## config.mk

```make
export PLATFORM = sky130hd
export DESIGN_NAME = mask_row_sequencer_flat
export DESIGN_NICKNAME = d
export VERILOG_FILES = /design/src/rtl/mask_pkg.sv /design/src/rtl/mask_row_sequencer_if.sv /design/src/rtl/mask_row_sequencer.sv /design/src/flat_wrapper.sv
export SDC_FILE = /design/constraint.sdc
export NUM_CORES = 1
export LEC_CHECK = 0
export CELL_PAD_IN_SITES_DETAIL_PLACEMENT = 0
export CELL_PAD_IN_SITES_GLOBAL_PLACEMENT = 1
export CORE_AREA = 2 2 529 531
export CTS_CLUSTER_SIZE = 16
export DETAILED_ROUTE_END_ITERATION = 10
export DIE_AREA = 0 0 531 533
export GPL_ROUTABILITY_DRIVEN = 0
export PLACE_DENSITY = 0.43
export RECOVER_POWER = 50
export SYNTH_ARGS = -nofsm -noshare
export SYNTH_HDL_FRONTEND = slang
export SYNTH_SLANG_ARGS = --single-unit
```

## constraint.sdc

```tcl
create_clock -name clk -period 3.9 [get_ports clk]
set_input_delay 0.78 -clock clk [delete_from_list [all_inputs] [get_ports clk]]
set_output_delay 0.78 -clock clk [all_outputs]
set_load 0.01 [all_outputs]
```

## src/rtl/mask_pkg.sv

```systemverilog
// Shared types and helpers for the mask row sequencer: FSM states, resolution codes
// and the per-resolution beat/row lookups.
package mask_pkg;

  localparam int BEAT_W    = 6;
  localparam int ROW_IDX_W = 11;

  typedef enum logic [2:0] {
    S_IDLE,
    S_WAIT_ROW,
    S_LOAD,
    S_PRIME,
    S_SHIFT,
    S_ROW_END
  } seq_state_t;

  typedef enum logic [1:0] {
    RES0     = 2'd0,
    RES1     = 2'd1,
    RES2     = 2'd2,
    RES_RSVD = 2'd3
  } mask_res_t;

  function automatic logic [BEAT_W-1:0] step_for_res(input mask_res_t res,
                                                     input int s0, input int s1, input int s2);
    case (res)
      RES0:    step_for_res = BEAT_W'(s0);
      RES1:    step_for_res = BEAT_W'(s1);
      RES2:    step_for_res = BEAT_W'(s2);
      default: step_for_res = '0;
    endcase
  endfunction

  function automatic logic [ROW_IDX_W-1:0] rows_for_res(input mask_res_t res,
                                                        input int r0, input int r1, input int r2);
    case (res)
      RES0:    rows_for_res = ROW_IDX_W'(r0);
      RES1:    rows_for_res = ROW_IDX_W'(r1);
      RES2:    rows_for_res = ROW_IDX_W'(r2);
      default: rows_for_res = '0;
    endcase
  endfunction

endpackage

```

## src/rtl/mask_row_sequencer_if.sv

```systemverilog
// Row-source, serializer and beat-sink signals of the mask row sequencer.
// master is the sequencer's view; slave is the view of its surroundings.
interface mask_row_sequencer_if #(
  parameter int IP_CHANNEL_WIDTH = 640,
  parameter int OP_CHANNEL_WIDTH = 20
);

  logic                        row_valid;
  logic [IP_CHANNEL_WIDTH-1:0] row_data;
  logic                        row_ready;

  logic [IP_CHANNEL_WIDTH-1:0] ser_din;
  logic                        ser_load;
  logic                        ser_next;
  logic [1:0]                  ser_res;
  logic                        ser_done;
  logic [OP_CHANNEL_WIDTH-1:0] ser_dout;

  logic [OP_CHANNEL_WIDTH-1:0] dout;
  logic                        dout_valid;
  logic                        dout_ready;

  modport master (
    input  row_valid, row_data, ser_done, ser_dout, dout_ready,
    output row_ready, ser_din, ser_load, ser_next, ser_res, dout, dout_valid
  );

  modport slave (
    output row_valid, row_data, ser_done, ser_dout, dout_ready,
    input  row_ready, ser_din, ser_load, ser_next, ser_res, dout, dout_valid
  );

endinterface

```

## src/rtl/mask_row_sequencer.sv

```systemverilog
// Frame-level controller for mask_serializer: accepts one row at a time, walks the
// serializer through its beats with downstream backpressure and counts rows per frame.
module mask_row_sequencer
  import mask_pkg::*;
#(
  parameter int IP_CHANNEL_WIDTH = 640,
  parameter int OP_CHANNEL_WIDTH = 20,
  parameter int stepSel0         = 16,
  parameter int stepSel1         = 32,
  parameter int stepSel2         = 54,
  parameter int ROWS0            = 240,
  parameter int ROWS1            = 480,
  parameter int ROWS2            = 720
) (
  input  logic                 clk,
  input  logic                 rst_n,
  input  logic                 start,
  input  logic                 abort,
  input  logic [1:0]           imageResolution,
  output logic                 busy,
  output logic                 frame_done,
  output logic                 cfg_err,
  output logic                 sync_err,
  output logic [ROW_IDX_W-1:0] row_idx,
  mask_row_sequencer_if.master bus
);

  seq_state_t                  r_state;
  mask_res_t                   r_res;
  logic [BEAT_W-1:0]           r_step;
  logic [ROW_IDX_W-1:0]        r_rows;
  logic [BEAT_W-1:0]           r_beat;
  logic [ROW_IDX_W-1:0]        r_row_idx;
  logic [IP_CHANNEL_WIDTH-1:0] r_ser_din;
  logic                        r_row_ready;
  logic                        r_ser_load;
  logic                        r_frame_done;
  logic                        r_cfg_err;
  logic                        r_sync_err;

  mask_res_t                   w_req_res;
  logic                        w_shift;
  logic                        w_last_beat;
  logic                        w_last_row;
  logic [OP_CHANNEL_WIDTH-1:0] w_dout;

  assign w_req_res   = mask_res_t'(imageResolution);
  assign w_shift     = (r_state == S_SHIFT);
  assign w_last_beat = (r_beat == (r_step - BEAT_W'(1)));
  assign w_last_row  = (r_row_idx == (r_rows - ROW_IDX_W'(1)));
  assign w_dout      = bus.ser_dout;

  // One-cycle outputs default low each cycle and are raised only on the transition
  // that enters the state they decode; abort overrides every transition.
  always_ff @(posedge clk) begin
    if (!rst_n) begin
      r_state      <= S_IDLE;
      r_res        <= RES0;
      r_step       <= '0;
      r_rows       <= '0;
      r_beat       <= '0;
      r_row_idx    <= '0;
      r_ser_din    <= '0;
      r_row_ready  <= 1'b0;
      r_ser_load   <= 1'b0;
      r_frame_done <= 1'b0;
      r_cfg_err    <= 1'b0;
      r_sync_err   <= 1'b0;
    end else begin
      r_row_ready  <= 1'b0;
      r_ser_load   <= 1'b0;
      r_frame_done <= 1'b0;
      r_cfg_err    <= 1'b0;
      if (abort) begin
        r_state <= S_IDLE;
      end else begin
        case (r_state)
          S_IDLE: begin
            if (start) begin
              if (w_req_res == RES_RSVD) begin
                r_cfg_err <= 1'b1;
              end else begin
                r_res       <= w_req_res;
                r_step      <= step_for_res(w_req_res, stepSel0, stepSel1, stepSel2);
                r_rows      <= rows_for_res(w_req_res, ROWS0, ROWS1, ROWS2);
                r_row_idx   <= '0;
                r_sync_err  <= 1'b0;
                r_row_ready <= 1'b1;
                r_state     <= S_WAIT_ROW;
              end
            end
          end
          S_WAIT_ROW: begin
            if (bus.row_valid && r_row_ready) begin
              r_ser_din  <= bus.row_data;
              r_ser_load <= 1'b1;
              r_state    <= S_LOAD;
            end else begin
              r_row_ready <= 1'b1;
            end
          end
          S_LOAD: begin
            r_state <= S_PRIME;
          end
          S_PRIME: begin
            r_beat  <= '0;
            r_state <= S_SHIFT;
          end
          S_SHIFT: begin
            if (bus.dout_ready) begin
              if (w_last_beat) begin
                r_state <= S_ROW_END;
              end else begin
                r_beat <= r_beat + BEAT_W'(1);
              end
            end
          end
          S_ROW_END: begin
            // The serializer should have just finished its row; flag it if not.
            if (!bus.ser_done) begin
              r_sync_err <= 1'b1;
            end
            if (w_last_row) begin
              r_frame_done <= 1'b1;
              r_state      <= S_IDLE;
            end else begin
              r_row_idx   <= r_row_idx + ROW_IDX_W'(1);
              r_row_ready <= 1'b1;
              r_state     <= S_WAIT_ROW;
            end
          end
          default: begin
            r_state <= S_IDLE;
          end
        endcase
      end
    end
  end

  assign busy           = (r_state != S_IDLE);
  assign frame_done     = r_frame_done;
  assign cfg_err        = r_cfg_err;
  assign sync_err       = r_sync_err;
  assign row_idx        = r_row_idx;

  assign bus.row_ready  = r_row_ready;
  assign bus.ser_din    = r_ser_din;
  assign bus.ser_load   = r_ser_load;
  assign bus.ser_res    = r_res;
  assign bus.ser_next   = w_shift && bus.dout_ready;
  assign bus.dout_valid = w_shift;
  assign bus.dout       = w_dout;

endmodule

```

## src/flat_wrapper.sv

```systemverilog
// flat-port wrapper written by rule: the top's interface ports become plain ports
module mask_row_sequencer_flat import mask_pkg::*;
#(
  parameter int IP_CHANNEL_WIDTH = 640,
  parameter int OP_CHANNEL_WIDTH = 20,
  parameter int stepSel0         = 16,
  parameter int stepSel1         = 32,
  parameter int stepSel2         = 54,
  parameter int ROWS0            = 240,
  parameter int ROWS1            = 480,
  parameter int ROWS2            = 720
)
  (clk, rst_n, start, abort, imageResolution, busy, frame_done, cfg_err, sync_err, row_idx, bus_row_valid, bus_row_data, bus_ser_done, bus_ser_dout, bus_dout_ready, bus_row_ready, bus_ser_din, bus_ser_load, bus_ser_next, bus_ser_res, bus_dout, bus_dout_valid);
  mask_row_sequencer_if #(.IP_CHANNEL_WIDTH(IP_CHANNEL_WIDTH), .OP_CHANNEL_WIDTH(OP_CHANNEL_WIDTH)) bus_i ();
  input  logic clk;
  input  logic rst_n;
  input  logic start;
  input  logic abort;
  input  logic [1:0] imageResolution;
  output logic busy;
  output logic frame_done;
  output logic cfg_err;
  output logic sync_err;
  output logic [ROW_IDX_W-1:0] row_idx;
  input wire logic [$bits(bus_i.row_valid)-1:0] bus_row_valid;
  input wire logic [$bits(bus_i.row_data)-1:0] bus_row_data;
  input wire logic [$bits(bus_i.ser_done)-1:0] bus_ser_done;
  input wire logic [$bits(bus_i.ser_dout)-1:0] bus_ser_dout;
  input wire logic [$bits(bus_i.dout_ready)-1:0] bus_dout_ready;
  output wire logic [$bits(bus_i.row_ready)-1:0] bus_row_ready;
  output wire logic [$bits(bus_i.ser_din)-1:0] bus_ser_din;
  output wire logic [$bits(bus_i.ser_load)-1:0] bus_ser_load;
  output wire logic [$bits(bus_i.ser_next)-1:0] bus_ser_next;
  output wire logic [$bits(bus_i.ser_res)-1:0] bus_ser_res;
  output wire logic [$bits(bus_i.dout)-1:0] bus_dout;
  output wire logic [$bits(bus_i.dout_valid)-1:0] bus_dout_valid;
  assign bus_i.row_valid = bus_row_valid;
  assign bus_i.row_data = bus_row_data;
  assign bus_i.ser_done = bus_ser_done;
  assign bus_i.ser_dout = bus_ser_dout;
  assign bus_i.dout_ready = bus_dout_ready;
  assign bus_row_ready = bus_i.row_ready;
  assign bus_ser_din = bus_i.ser_din;
  assign bus_ser_load = bus_i.ser_load;
  assign bus_ser_next = bus_i.ser_next;
  assign bus_ser_res = bus_i.ser_res;
  assign bus_dout = bus_i.dout;
  assign bus_dout_valid = bus_i.dout_valid;
  mask_row_sequencer #(.IP_CHANNEL_WIDTH(IP_CHANNEL_WIDTH), .OP_CHANNEL_WIDTH(OP_CHANNEL_WIDTH), .stepSel0(stepSel0), .stepSel1(stepSel1), .stepSel2(stepSel2), .ROWS0(ROWS0), .ROWS1(ROWS1), .ROWS2(ROWS2)) u_core (.clk(clk), .rst_n(rst_n), .start(start), .abort(abort), .imageResolution(imageResolution), .busy(busy), .frame_done(frame_done), .cfg_err(cfg_err), .sync_err(sync_err), .row_idx(row_idx), .bus(bus_i));
endmodule
```

==> flow_summary_export.csv <==
group,metric,value,unit
yosys,syn_area,0.0254,mm²
timing,clock.fmax,291,MHz
power,power_frac_comb,6.0,%
finish,layout-drive-gt1-share,4.98,%
placement,dp_hpwl,175000,µm
yosys,yosysSeqAreaShare,53.1,%
detailed_routing,drc_errors,0,
finish,fin_nets,4938,
cts,cts.sink_count,673,
worst_setup_path,cp.arrival,4.15,ns
cts,cts_root_buf,"clkbuf_16",
power,sw_frac_of_total,24.1,%
timing,min_period,3.44,ns
worst_setup_path,r2r-start,"u_core.r_state[0]",
die,io_pins,1350,
worst_setup_path,r2r-end,"u_core.bus.ser_din[537]",
hold_path,hp-start,"rst_n",
finish,areaGrowthSynthToFinish,81.5,%
placement,port_buffers,1309,
cts,post-cts-setup-buffers,0,
timing,hold_viol,0,
timing,setup_tns,0,ns
cts,clk_latency,0.83,ns
power,p_clk_share,54.7,%
timing,holdWs,0.421,ns
yosys,synth_cell_types,47,
cts,cts_made_buffers,105,
cts,path_clk_slew,0.06,ns
global_routing,grt_pass1_vias,26600,
power,leakage,14.9,nW
timing,rsz0062_at_grt,"no",
hold_path,hp-class,"input pin to flip-flop",
detailed_routing,dr.pass1.iters,5,
cts,cts_htree_levels,3,
die,num_rows,194,
status,status,"complete, no violations",
finish,fin_cells,8073,
timing,fin_worst_skew,0.0429,ns
worst_setup_path,critPathMaxFanout,36,
power,p_sw,0.00425,W
worst_setup_path,rr_worst_depth,7,
detailed_routing,postRouteAntennaNets,0,
global_routing,grtUsageTotal,14.2,%
cts,ctsHoldBuffers,0,
cts,tritoncts,"yes",
worst_setup_path,crit_type,"input pin to flip-flop",
worst_setup_path,r2r_setup_slack,0.57,ns
timing,setup_viol,0,
global_routing,grt_pass1_wl,266000,µm
placement,place_ws,0.495,ns
detailed_routing,routed_wl,208000,µm
job,cap_violations,0,
worst_setup_path,path_cells,"dlygate4sd3_1, or4_1, clkbuf_4, buf_4, nand2_1, a21boi_0",
worst_setup_path,critical_path_buf_inv_count,3,
timing,finalCritPeriodShare,88.3,%
yosys,syn-num-nets,3699,
cts,cts_buffer_depth,4,
worst_setup_path,start_kind,"input pin",
worst_setup_path,end_kind,"flip-flop",
placement,dp_cells,7874,
power,p_total,0.0176,W
die,die_y,533,µm
timing,timing.final.ws_setup,0.458,ns
detailed_routing,drtIter0Drc,946,
global_routing,antenna_found_initial,98,
timing,timing.slew.headroom,12.0,%
die,start_util,9.12,%
hold_path,hold_end,"u_core.bus.ser_din[300]",
global_routing,grt_max_degree,172,
detailed_routing,wire_per_inst,25.8,µm
worst_setup_path,critical-path-top-delay-family,"buffers and inverters",
detailed_routing,vias,26000,
power,p_per_area,382,mW/mm²
hold_path,holdPathStages,2,
yosys,netlist_instances,3018,
die,core_region_area,0.278,mm²
yosys,yosys_warnings,0,
power,seq_power_share,39.3,%
yosys,ys_ff_latch,673,
cts,post_cts_resized,0,
timing,worstMarginPinSlew,1.32,ns
timing,finalMaxSlewViolations,0,
global_routing,grt-ovfl-total,0,
power,ir_worst_vdd,0.000304,V
die,die_w,531,µm
worst_setup_path,cpPeakStageDelay,0.89,ns
power,internal_power,0.0133,W
worst_setup_path,crit_required,4.61,ns
worst_setup_path,crit_path_top_delay_cell,"or4_1",
yosys,syn_avg_cell_area,8.40,µm²
detailed_routing,routed_via_density,3.22,
die,die_area,0.283,mm²
[cells by family after synthesis]
| kind of cell | Yosys count | synth area share, % |
|---|---|---|
| muxes | 7 | 0.281 |
| AOI/OAI and AO/OA | 675 | 19.9 |
| DFF | 673 | 53.1 |
| xor gates and xnor gates | 17 | 0.647 |
| buffers and inverters | 256 | 4.41 |
| adders and majority gates | 12 | 0.592 |
| and+or+nand+nor | 1378 | 21.1 |
[layout make-up]
type                            count  area, µm²
Tap cell                         3724       4660
Sequential cell                   673      13500
Fill cell                       31400     232000
Antenna cell                       12       30.0
Inverter                           12       45.0
Timing Repair Buffer             1376      13600
Multi-Input combinational cell   2089      10700
Clock inverter                     40        439
Clock buffer                      147       2990
[metrics by stage]
stage	instance area (µm²)	utilization (%)
floorplan	25400	-
global placement	42800	15.4
detailed placement	42800	15.4
CTS	46200	16.6
global route	46000	16.6
finish	46000	16.6
[registers in the layout, indices dropped and copies added, names as in the netlist]
name / flops
u_core.bus.row_ready: 1
u_core.bus.ser_din: 640
u_core.bus.ser_load: 1
u_core.bus.ser_res: 2
u_core.cfg_err: 1
u_core.frame_done: 1
u_core.r_beat: 6
u_core.r_rows: 4
u_core.r_state: 3
u_core.r_step: 2
u_core.row_idx: 11
u_core.sync_err: 1
[power groups by stage]
stage          logic (W)  registers (W)  clock network (W)
6_report         0.00106        0.00691            0.00962
5_1_grt          0.00113        0.00691             0.0103
4_1_cts          0.00109        0.00691             0.0101
3_5_place_dp     0.00108        0.00706                  0
3_3_place_gp     0.00108        0.00706                  0
2_1_floorplan   0.000246        0.00706                  0
[metal layers]
layer	global-route usage (%)	part of all wire (%)	up-vias	wire, µm
li1	-	-	12200	-
met3	9.86	16	349	32600
met4	4.46	3.3	64	6800
met2	22.3	44	1156	91600
met1	14.9	37	12200	76800
met5	0	0.20	-	425
[worst max-delay path by stage]
stage	endpoint	cells after the start	start
floorplan	u_core.row_idx[4]	7	imageResolution[0]
detailed placement	u_core.row_idx[3]	8	imageResolution[0]
finish	u_core.bus.ser_din[306]	6	abort
global placement	u_core.row_idx[3]	8	imageResolution[0]
global route	u_core.bus.ser_din[381]	7	u_core.r_state[0]
CTS	bus_dout_valid	3	u_core.r_state[2]
[cells in the final DEF, fill, tap and decap left out, types with 11 or more instances in the layout]
master	instances
clkbuf_1	42
a21oi_1	14
a21boi_0	642
clkinv_2	14
buf_4	25
inv_1	12
dlygate4sd3_1	157
nor2_1	21
ha_1	12
nand3_1	11
clkbuf_16	106
clkdlybuf4s50_1	1151
diode_2	12
clkbuf_8	18
nand2_1	1296
dfxtp_1	673
[synthesized netlist by cell type, drive strengths merged]
master	count	area, µm²
dfxtp	673	13500
nand2	1296	4860
a21oi	14	70.1
a211oi	1	7.51
or3b	2	17.5
a31oi	2	12.5
a31o	2	17.5
a22o	1	8.76
or3	1	11.3
and2	5	33.8
buf	80	457
o21ai	5	25.0
ha	12	150
nor3	7	35.0
a21o	3	22.5
xnor2	7	61.3
and4	1	8.76
nor4b	2	23.8
nand4	4	25.0
nand3b	3	22.5
mux2i	6	60.1
mux2	1	11.3
nor4	2	12.5
or4b	2	20.0
xor3	1	23.8
a311oi	1	8.76
xor2	9	78.8
nand3	11	55.1
or4	1	7.51
nand2b	5	31.3
a2111oi	2	23.8
inv	12	45.0
o21bai	1	7.51
nor2	21	78.8
clkbuf	164	616
a21boi	643	4830
nor2b	7	43.8
nor3b	1	7.51
and3	7	43.8
No activity file was read; power rests on OpenSTA's default activity.
